==> config.mk <==
export PLATFORM = sky130hd
export DESIGN_NAME = coherence_bus_arbiter
export DESIGN_NICKNAME = d
export VERILOG_FILES = /design/src/rtl/coherence_bus_arbiter.sv
export SDC_FILE = /design/constraint.sdc
export NUM_CORES = 1
export LEC_CHECK = 0
export ABC_AREA = 1
export BUFFER_PORTS_ARGS = -buffer_cell sky130_fd_sc_hd__buf_2
export CAP_MARGIN = 20
export CORE_AREA = 2 2 196 198
export CTS_BUF_LIST = sky130_fd_sc_hd__clkbuf_4
export DETAILED_ROUTE_END_ITERATION = 6
export DIE_AREA = 0 0 198 200
export SLEW_MARGIN = 40
export SYNTH_ARGS = -nofsm -noshare
export SYNTH_HDL_FRONTEND = slang
export SYNTH_SLANG_ARGS = --single-unit
==> constraint.sdc <==
create_clock -name CLK -period 2.1 [get_ports CLK]
set_input_delay 0.42 -clock CLK [delete_from_list [all_inputs] [get_ports CLK]]
set_output_delay 0.42 -clock CLK [all_outputs]
set_load 0.05 [all_outputs]
==> src/rtl/coherence_bus_arbiter.sv <==
// rtl/coherence_bus_arbiter.sv - round-robin coherent memory bus controller for NCACHE cache pairs
module coherence_bus_arbiter #(
    parameter int NCACHE = 2,
    parameter int WPB    = 2,
    parameter int AW     = 32,
    parameter int DW     = 32
) (
    input  logic                 CLK,
    input  logic                 RST,
    input  logic [NCACHE-1:0]    iREN,
    input  logic [NCACHE*AW-1:0] iaddr,
    output logic [NCACHE-1:0]    iwait,
    output logic [NCACHE*DW-1:0] iload,
    input  logic [NCACHE-1:0]    dREN,
    input  logic [NCACHE-1:0]    dWEN,
    input  logic [NCACHE*AW-1:0] daddr,
    input  logic [NCACHE*DW-1:0] dstore,
    output logic [NCACHE-1:0]    dwait,
    output logic [NCACHE*DW-1:0] dload,
    input  logic [NCACHE-1:0]    cctrans,
    input  logic [NCACHE-1:0]    ccwrite,
    output logic [NCACHE-1:0]    ccwait,
    output logic [NCACHE-1:0]    ccinv,
    output logic [NCACHE*AW-1:0] ccsnoopaddr,
    output logic                 ramREN,
    output logic                 ramWEN,
    output logic [AW-1:0]        ramaddr,
    output logic [DW-1:0]        ramstore,
    input  logic [DW-1:0]        ramload,
    input  logic [1:0]           ramstate
);

    localparam int RW = $clog2(NCACHE);
    localparam int BW = (WPB > 1) ? $clog2(WPB) : 1;
    localparam logic [1:0] RAM_ACCESS = 2'd2;

    typedef enum logic [2:0] {IDLE, WB, SNOOP, C2C, RAMLD, IFETCH} state_t;

    state_t          state, state_nx;
    logic [RW-1:0]   r, r_nx, s, s_nx, rr_ptr, rr_nx, r_plus;
    logic [BW-1:0]   beat, beat_nx;
    logic [NCACHE-1:0] r_mask;
    logic            access, last_beat, all_done;
    logic [RW:0]     d_pick, c_pick, i_pick, s_pick;
    logic            unused_dren;

    // First requester at or after ptr, wrapping; MSB flags that one was found.
    function automatic logic [RW:0] rr_pick(input logic [NCACHE-1:0] req, input logic [RW-1:0] ptr);
        logic [RW:0] res;
        int          idx;
        res = '0;
        for (int i = NCACHE - 1; i >= 0; i--) begin
            idx = (int'(ptr) + i) % NCACHE;
            if (req[idx]) res = {1'b1, RW'(idx)};
        end
        return res;
    endfunction

    // Lowest-numbered requester; MSB flags that one was found.
    function automatic logic [RW:0] low_pick(input logic [NCACHE-1:0] req);
        logic [RW:0] res;
        res = '0;
        for (int k = NCACHE - 1; k >= 0; k--) begin
            if (req[k]) res = {1'b1, RW'(k)};
        end
        return res;
    endfunction

    // dREN is informational only; a miss is started by cctrans.
    assign unused_dren = ^dREN;

    assign access    = (ramstate == RAM_ACCESS);
    assign last_beat = (beat == BW'(WPB - 1));
    assign r_mask    = NCACHE'(1) << r;
    assign all_done  = &(cctrans | r_mask);
    assign r_plus    = (r == RW'(NCACHE - 1)) ? '0 : r + 1'b1;
    assign d_pick    = rr_pick(dWEN, rr_ptr);
    assign c_pick    = rr_pick(cctrans, rr_ptr);
    assign i_pick    = rr_pick(iREN, rr_ptr);
    assign s_pick    = low_pick(ccwrite & ~r_mask);

    // State, owner, supplier, beat and round-robin pointer registers.
    always_ff @(posedge CLK or posedge RST) begin
        if (RST) begin
            state  <= IDLE;
            r      <= '0;
            s      <= '0;
            rr_ptr <= '0;
            beat   <= '0;
        end else begin
            state  <= state_nx;
            r      <= r_nx;
            s      <= s_nx;
            rr_ptr <= rr_nx;
            beat   <= beat_nx;
        end
    end

    // Next-state and bus outputs; waits default high, everything else low.
    always_comb begin
        state_nx    = state;
        r_nx        = r;
        s_nx        = s;
        rr_nx       = rr_ptr;
        beat_nx     = beat;
        iwait       = '1;
        iload       = '0;
        dwait       = '1;
        dload       = '0;
        ccwait      = '0;
        ccinv       = '0;
        ccsnoopaddr = '0;
        ramREN      = 1'b0;
        ramWEN      = 1'b0;
        ramaddr     = '0;
        ramstore    = '0;
        case (state)
            IDLE: begin
                if (d_pick[RW]) begin
                    r_nx     = d_pick[RW-1:0];
                    state_nx = WB;
                end else if (c_pick[RW]) begin
                    r_nx     = c_pick[RW-1:0];
                    state_nx = SNOOP;
                end else if (i_pick[RW]) begin
                    r_nx     = i_pick[RW-1:0];
                    state_nx = IFETCH;
                end
            end
            WB: begin
                ramWEN   = 1'b1;
                ramaddr  = daddr[r*AW +: AW];
                ramstore = dstore[r*DW +: DW];
                dwait[r] = !access;
            end
            SNOOP: begin
                for (int k = 0; k < NCACHE; k++) begin
                    if (k != int'(r)) begin
                        ccwait[k]                  = 1'b1;
                        ccsnoopaddr[k*AW +: AW]    = daddr[r*AW +: AW];
                        ccinv[k]                   = ccwrite[r];
                    end
                end
                if (all_done) begin
                    if (s_pick[RW]) begin
                        s_nx     = s_pick[RW-1:0];
                        state_nx = C2C;
                    end else begin
                        state_nx = RAMLD;
                    end
                end
            end
            C2C: begin
                dload[r*DW +: DW] = dstore[s*DW +: DW];
                ccwait[s]         = 1'b1;
                ramWEN            = 1'b1;
                ramaddr           = daddr[s*AW +: AW];
                ramstore          = dstore[s*DW +: DW];
                dwait[r]          = !access;
                dwait[s]          = !access;
            end
            RAMLD: begin
                ramREN            = 1'b1;
                ramaddr           = daddr[r*AW +: AW];
                dload[r*DW +: DW] = ramload;
                dwait[r]          = !access;
                ccwait            = ~r_mask;
            end
            IFETCH: begin
                ramREN            = 1'b1;
                ramaddr           = iaddr[r*AW +: AW];
                iload[r*DW +: DW] = ramload;
                iwait[r]          = !access;
                if (!iREN[r]) begin
                    state_nx = IDLE;
                end else if (access) begin
                    rr_nx    = r_plus;
                    state_nx = IDLE;
                end
            end
            default: state_nx = IDLE;
        endcase
        // Multi-beat data transfers advance only on ACCESS and finish on the last beat.
        if ((state == WB || state == C2C || state == RAMLD) && access) begin
            if (last_beat) begin
                beat_nx  = '0;
                rr_nx    = r_plus;
                state_nx = IDLE;
            end else begin
                beat_nx = beat + 1'b1;
            end
        end
    end

endmodule

# Word-level counts from Yosys, hierarchy flattened
# Cells that the tools add are included.
[word_totals]
ff_bits = 7
[op_classes]
n_addsub = 4
reduce_logical = 15
magnitude_cmp = 6
muxes = 69
n_eq_ne = 6
n_shift = 9
bitwise = 8
[ops]
columns = ["op", "count"]
rows = [
  ["$shiftx 64x7->32", 5],
  ["$and 64x64->64", 2],
  ["$mux 64", 2],
  ["$pmux 64 s2", 1],
  ["$shiftx 32x34->64", 2],
  ["$pmux 32 s3", 1],
  ["$mux 32", 2],
  ["$pmux 32 s2", 1],
  ["$shift 32x34->64 const A", 1],
  ["$mux 1", 37],
  ["$neg 6->34", 1],
  ["$mux 3", 9],
  ["$mux 2", 10],
  ["$pmux 3 s4", 1],
  ["$eq 3x2->1 const B", 2],
  ["$eq 3x3->1 const B", 2],
  ["$lt 1x2->1 const B", 3],
  ["$pmux 2 s3", 1],
  ["$reduce_or 2->1", 3],
  ["$not 2->2", 2],
  ["$or 2x2->2", 2],
  ["$pmux 2 s2", 1],
  ["$reduce_and 2->1", 2],
  ["$reduce_and 4->1", 1],
  ["other kinds (16)", 23],
]

# Longest topological paths before layout
[logic_depth]
ltp_word = 13
ltp_mapped = 10
ltp_nobuf = 9

# Least setup slack after synthesis
# No wires, ideal clock.
[synth_path]
path_type = "register -> output"
from = "register state[0]"
to = "output port ramstore[0]"
path_stages_with_launch = 6
slack_ps = -921
t_arrival_ps = 2601
path_buffers = 1
path_cell_list = "dfrtp_1 inv_2 nor2_2 nand2_1 clkbuf_1 o31ai_1"
[synth_via]
elab_chain_len = 2
word_cells_on_any_way = 3
[synth_rtl]
columns = ["item", "line", "source"]
rows = [
  ["start, declared", "39", "state_t state, state_nx;"],
  ["start signal, assigned", "91", "state <= state_nx;"],
  ["$eq 3x2->1 or $eq 3x1->1 (tied branches)", "117", "case (state)"],
  ["$pmux 32 s2 (*)", "117", ""],
  ["end, declared", "28", "output logic [DW-1:0] ramstore,"],
]
# Mark *: on every way between the ends. The rest lies on a longest branch, timed or not.

# Worst setup path in the final report
[layout_path]
from = "register state[0]"
to = "output port dload[2]"
[layout_via]
elab_chain_len = 2
word_cells_on_any_way = 3
[layout_rtl]
columns = ["item", "line", "source"]
rows = [
  ["$eq 3x3->1 or $eq 3x2->1 (tied branches)", "117", ""],
  ["$pmux 64 s2 (*)", "117", ""],
  ["end, declared", "19", "output logic [NCACHE*DW-1:0] dload,"],
]
# Marks and branches as above.

==> results.sh <==
export IMPL_finalNetCount=1821
export IMPL_crit_arrival_ns=2.02
export IMPL_port_buffers=501
export IMPL_p_per_area_nw_per_um2=1193
export IMPL_die_w_microns=198
export IMPL_gp_congestion=0.9060
export IMPL_layout_commonest_cell="buf_2"
export IMPL_fp_dieH_microns=200
export IMPL_cts_sinks=7
export IMPL_antenna_found_initial=2
export IMPL_hold_violations=0
export IMPL_critPathTopFamily="buffers and inverters"
export IMPL_setup_viol=259
export IMPL_critPathMaxStageDelay_ns=0.38
export IMPL_whs_ns=0.08480
export IMPL_syn_area_per_cell_sq_um=4.560
export IMPL_yosysWarnings=0
export IMPL_maxSlewViolCount=0
export IMPL_cts_root_buffer="clkbuf_4"
export IMPL_cts_made_buffers=3
export IMPL_start_util=0.1229
export IMPL_holdCritPathClass="in -> async"
export IMPL_synth_top_area_frac=0.2482
export IMPL_fillers=3721
export IMPL_rsz0062_at_grt="yes"
export IMPL_leakagePower_nw=6.223
export IMPL_fin_crit_ns=2.439
export IMPL_track_usage=0.2021
export IMPL_final_util=0.3611
export IMPL_path_common_cell="buf_6"
export IMPL_viasPerCell=4.537
export IMPL_critPathRequiredTime_ns=1.68
export IMPL_cp_cell_sequence="inv_2, nor2_4, inv_4, nor2_8, buf_6, o21ai_4, buf_6, buf_16, a21oi_4, buf_6"
export IMPL_worstSetupStartpointType="register"
export IMPL_status="finished, violations left"
export IMPL_cp_num_buf_inv=6
export IMPL_worst_slew_pin_slew_ns=0.5649
export IMPL_crit_cells=10
export IMPL_synth_nets=1246
export IMPL_grt_pass1_wl_microns=59150
export IMPL_final_cell_mix="buf_2, nand2_1, buf_6"
export IMPL_worstSkewPairLatency_ns=0.26
export IMPL_gr_total_overflow=0
export IMPL_clk_pin_slew_ns=0.06
export IMPL_fin_area_sq_um=13510
export IMPL_syn_area_sq_um=4597
export IMPL_hold_buffers=0
export IMPL_first_iter_violations=399
export IMPL_ios=504
export IMPL_ys_top_cells_by_area="nor2_1, nand2_1, o211ai_1"
export IMPL_drive_gt1_frac=0.6138
export IMPL_routed_via_count=9500
export IMPL_r2r_cells=8
export IMPL_drt_total_wl_microns=44360
export IMPL_max_slew_margin_rel=0.6217
export IMPL_cp_max_fo=7
export IMPL_fp_row_count=71
export IMPL_grt_pass1_vias=9296
export IMPL_drt_pre_antenna_iters=5
export IMPL_synthCells=1008
export IMPL_design_core_area_sq_um=37400
export IMPL_clock_fmax_mhz=410.0
export IMPL_violations="setup timing"
export IMPL_grt_max_degree=53
export IMPL_endpoint_kind="primary output"
export IMPL_antenna_left=0
export IMPL_drc=0
export IMPL_fin_tns_setup_ns=-43.73
export IMPL_post_drt_wl_per_cell_microns=21.18
export IMPL_ys_ff_latch=7
export IMPL_skew_ns=0.009940
export IMPL_place_hpwl_microns=29930
export IMPL_htreeDepth=1
export IMPL_fp_dieArea_sq_um=39600
export IMPL_synth_seq_area_share=0.03811
export IMPL_yosys_area_top_type="nor2_1"
export IMPL_maxCapViolCount=0
export IMPL_finalPower_w=0.01611
export IMPL_ir_drop_uv=1294
export IMPL_yosys_cell_types_count=21
export IMPL_crit_type="reg -> out"
export IMPL_period_share=1.161
export IMPL_clockBufferDepth=2
export IMPL_cp_slowest_cell="dfrtp_1"
export IMPL_place_area_sq_um=9987
export IMPL_syn_to_final_growth_pct=193.8
export IMPL_cts_tree="built"
export IMPL_setup_ws_ns=-0.3389
## cells by family (layout without fill, tap and decap cells)
| group | Yosys count | in the layout | synth area share |
|---|---|---|---|
| simple gates | 629 | 629 | 0.5484 |
| buf+inv | 194 | 768 | 0.1658 |
| compound gates | 177 | 177 | 0.2458 |
| flops | 7 | 7 | 0.03811 |
| xor+xnor | 1 | 1 | 0.001906 |
| other cells | 0 | 1 | 0 |
## through the flow
stage          setup WS, ns  cells
2_1_floorplan       -0.2929   1008
3_5_place_dp        -0.1646   2034
3_3_place_gp        -0.1431   2034
4_1_cts             -0.3449   2083
6_report            -0.3389   2094
5_1_grt             -0.4284   2094
## final cells by class
class | instances | area [sq um] | area share
timing repair buffer | 640 | 6435 | 0.4765
multi-input combinational | 807 | 5737 | 0.4248
tap | 511 | 639.4 | 0.04734
inverter | 124 | 481.7 | 0.03567
sequential | 7 | 180.2 | 0.01334
clock buffer | 4 | 30.03 | 0.002223
antenna | 1 | 2.502 | 0.0001853
## cell usage after synthesis (all sizes together)
master  count
dfrtp       7
clkbuf     35
nor2      306
nand2     242
o21ai      11
a21oi      68
inv       124
o31ai      32
nor3        3
buf        35
xnor2       1
o211ai     64
a21o        1
nand3      46
a31oi       1
or2        32
## sequential cells by signal, indices dropped and copies added, names as in the netlist
name,flops
r,1
state,3
rr_ptr,1
s,1
beat,1
## metal layers
| metal | GRT usage | share of wire | routed length [microns] | vias up |
|---|---|---|---|---|
| met3 | 0.02503 | 0.066 | 2912 | 120 |
| met4 | 0.09914 | 0.051 | 2246 | 2 |
| li1 | - | - | - | 4336 |
| met5 | 0 | 0.00029 | 13 | - |
| met1 | 0.2283 | 0.37 | 16510 | 4471 |
| met2 | 0.3755 | 0.51 | 22670 | 571 |
## report_power, final
part           leakage [nW]  total [W]  switching, W  internal (W)
registers            0.0809   0.000255     0.0000573      0.000197
clock network        0.0184   0.000141     0.0000553     0.0000858
logic                  6.12     0.0157       0.00974       0.00598
total                  6.22     0.0161       0.00985       0.00626
## worst paths after layout
kind / start / endpoint / slack, ns
min in group CLK: ccwrite[1] / s$_DFFE_PP0P_ / 0.48
min reg2reg: beat$_DFFE_PP0P_ / beat$_DFFE_PP0P_ / 0.52
max reg2reg: r$_DFFE_PP0P_ / state[0]$_DFF_PP0_ / 0.42
max in group asynchronous: RST / r$_DFFE_PP0P_ / 1.75
min: RST / rr_ptr$_DFF_PP0_ / 0.08
max: state[0]$_DFF_PP0_ / dload[2] / -0.34
## repair_timing
| item | CTS | global route |
|---|---|---|
| resized for setup | 498 | 302 |
| hold endpoints to repair | 0 | 0 |
| pin swaps | 23 | 14 |
| cloned | 19 | 3 |
| setup buffers | 26 | 9 |
| setup endpoints to repair | 262 | 264 |
(Power assumes the default switching activity.)
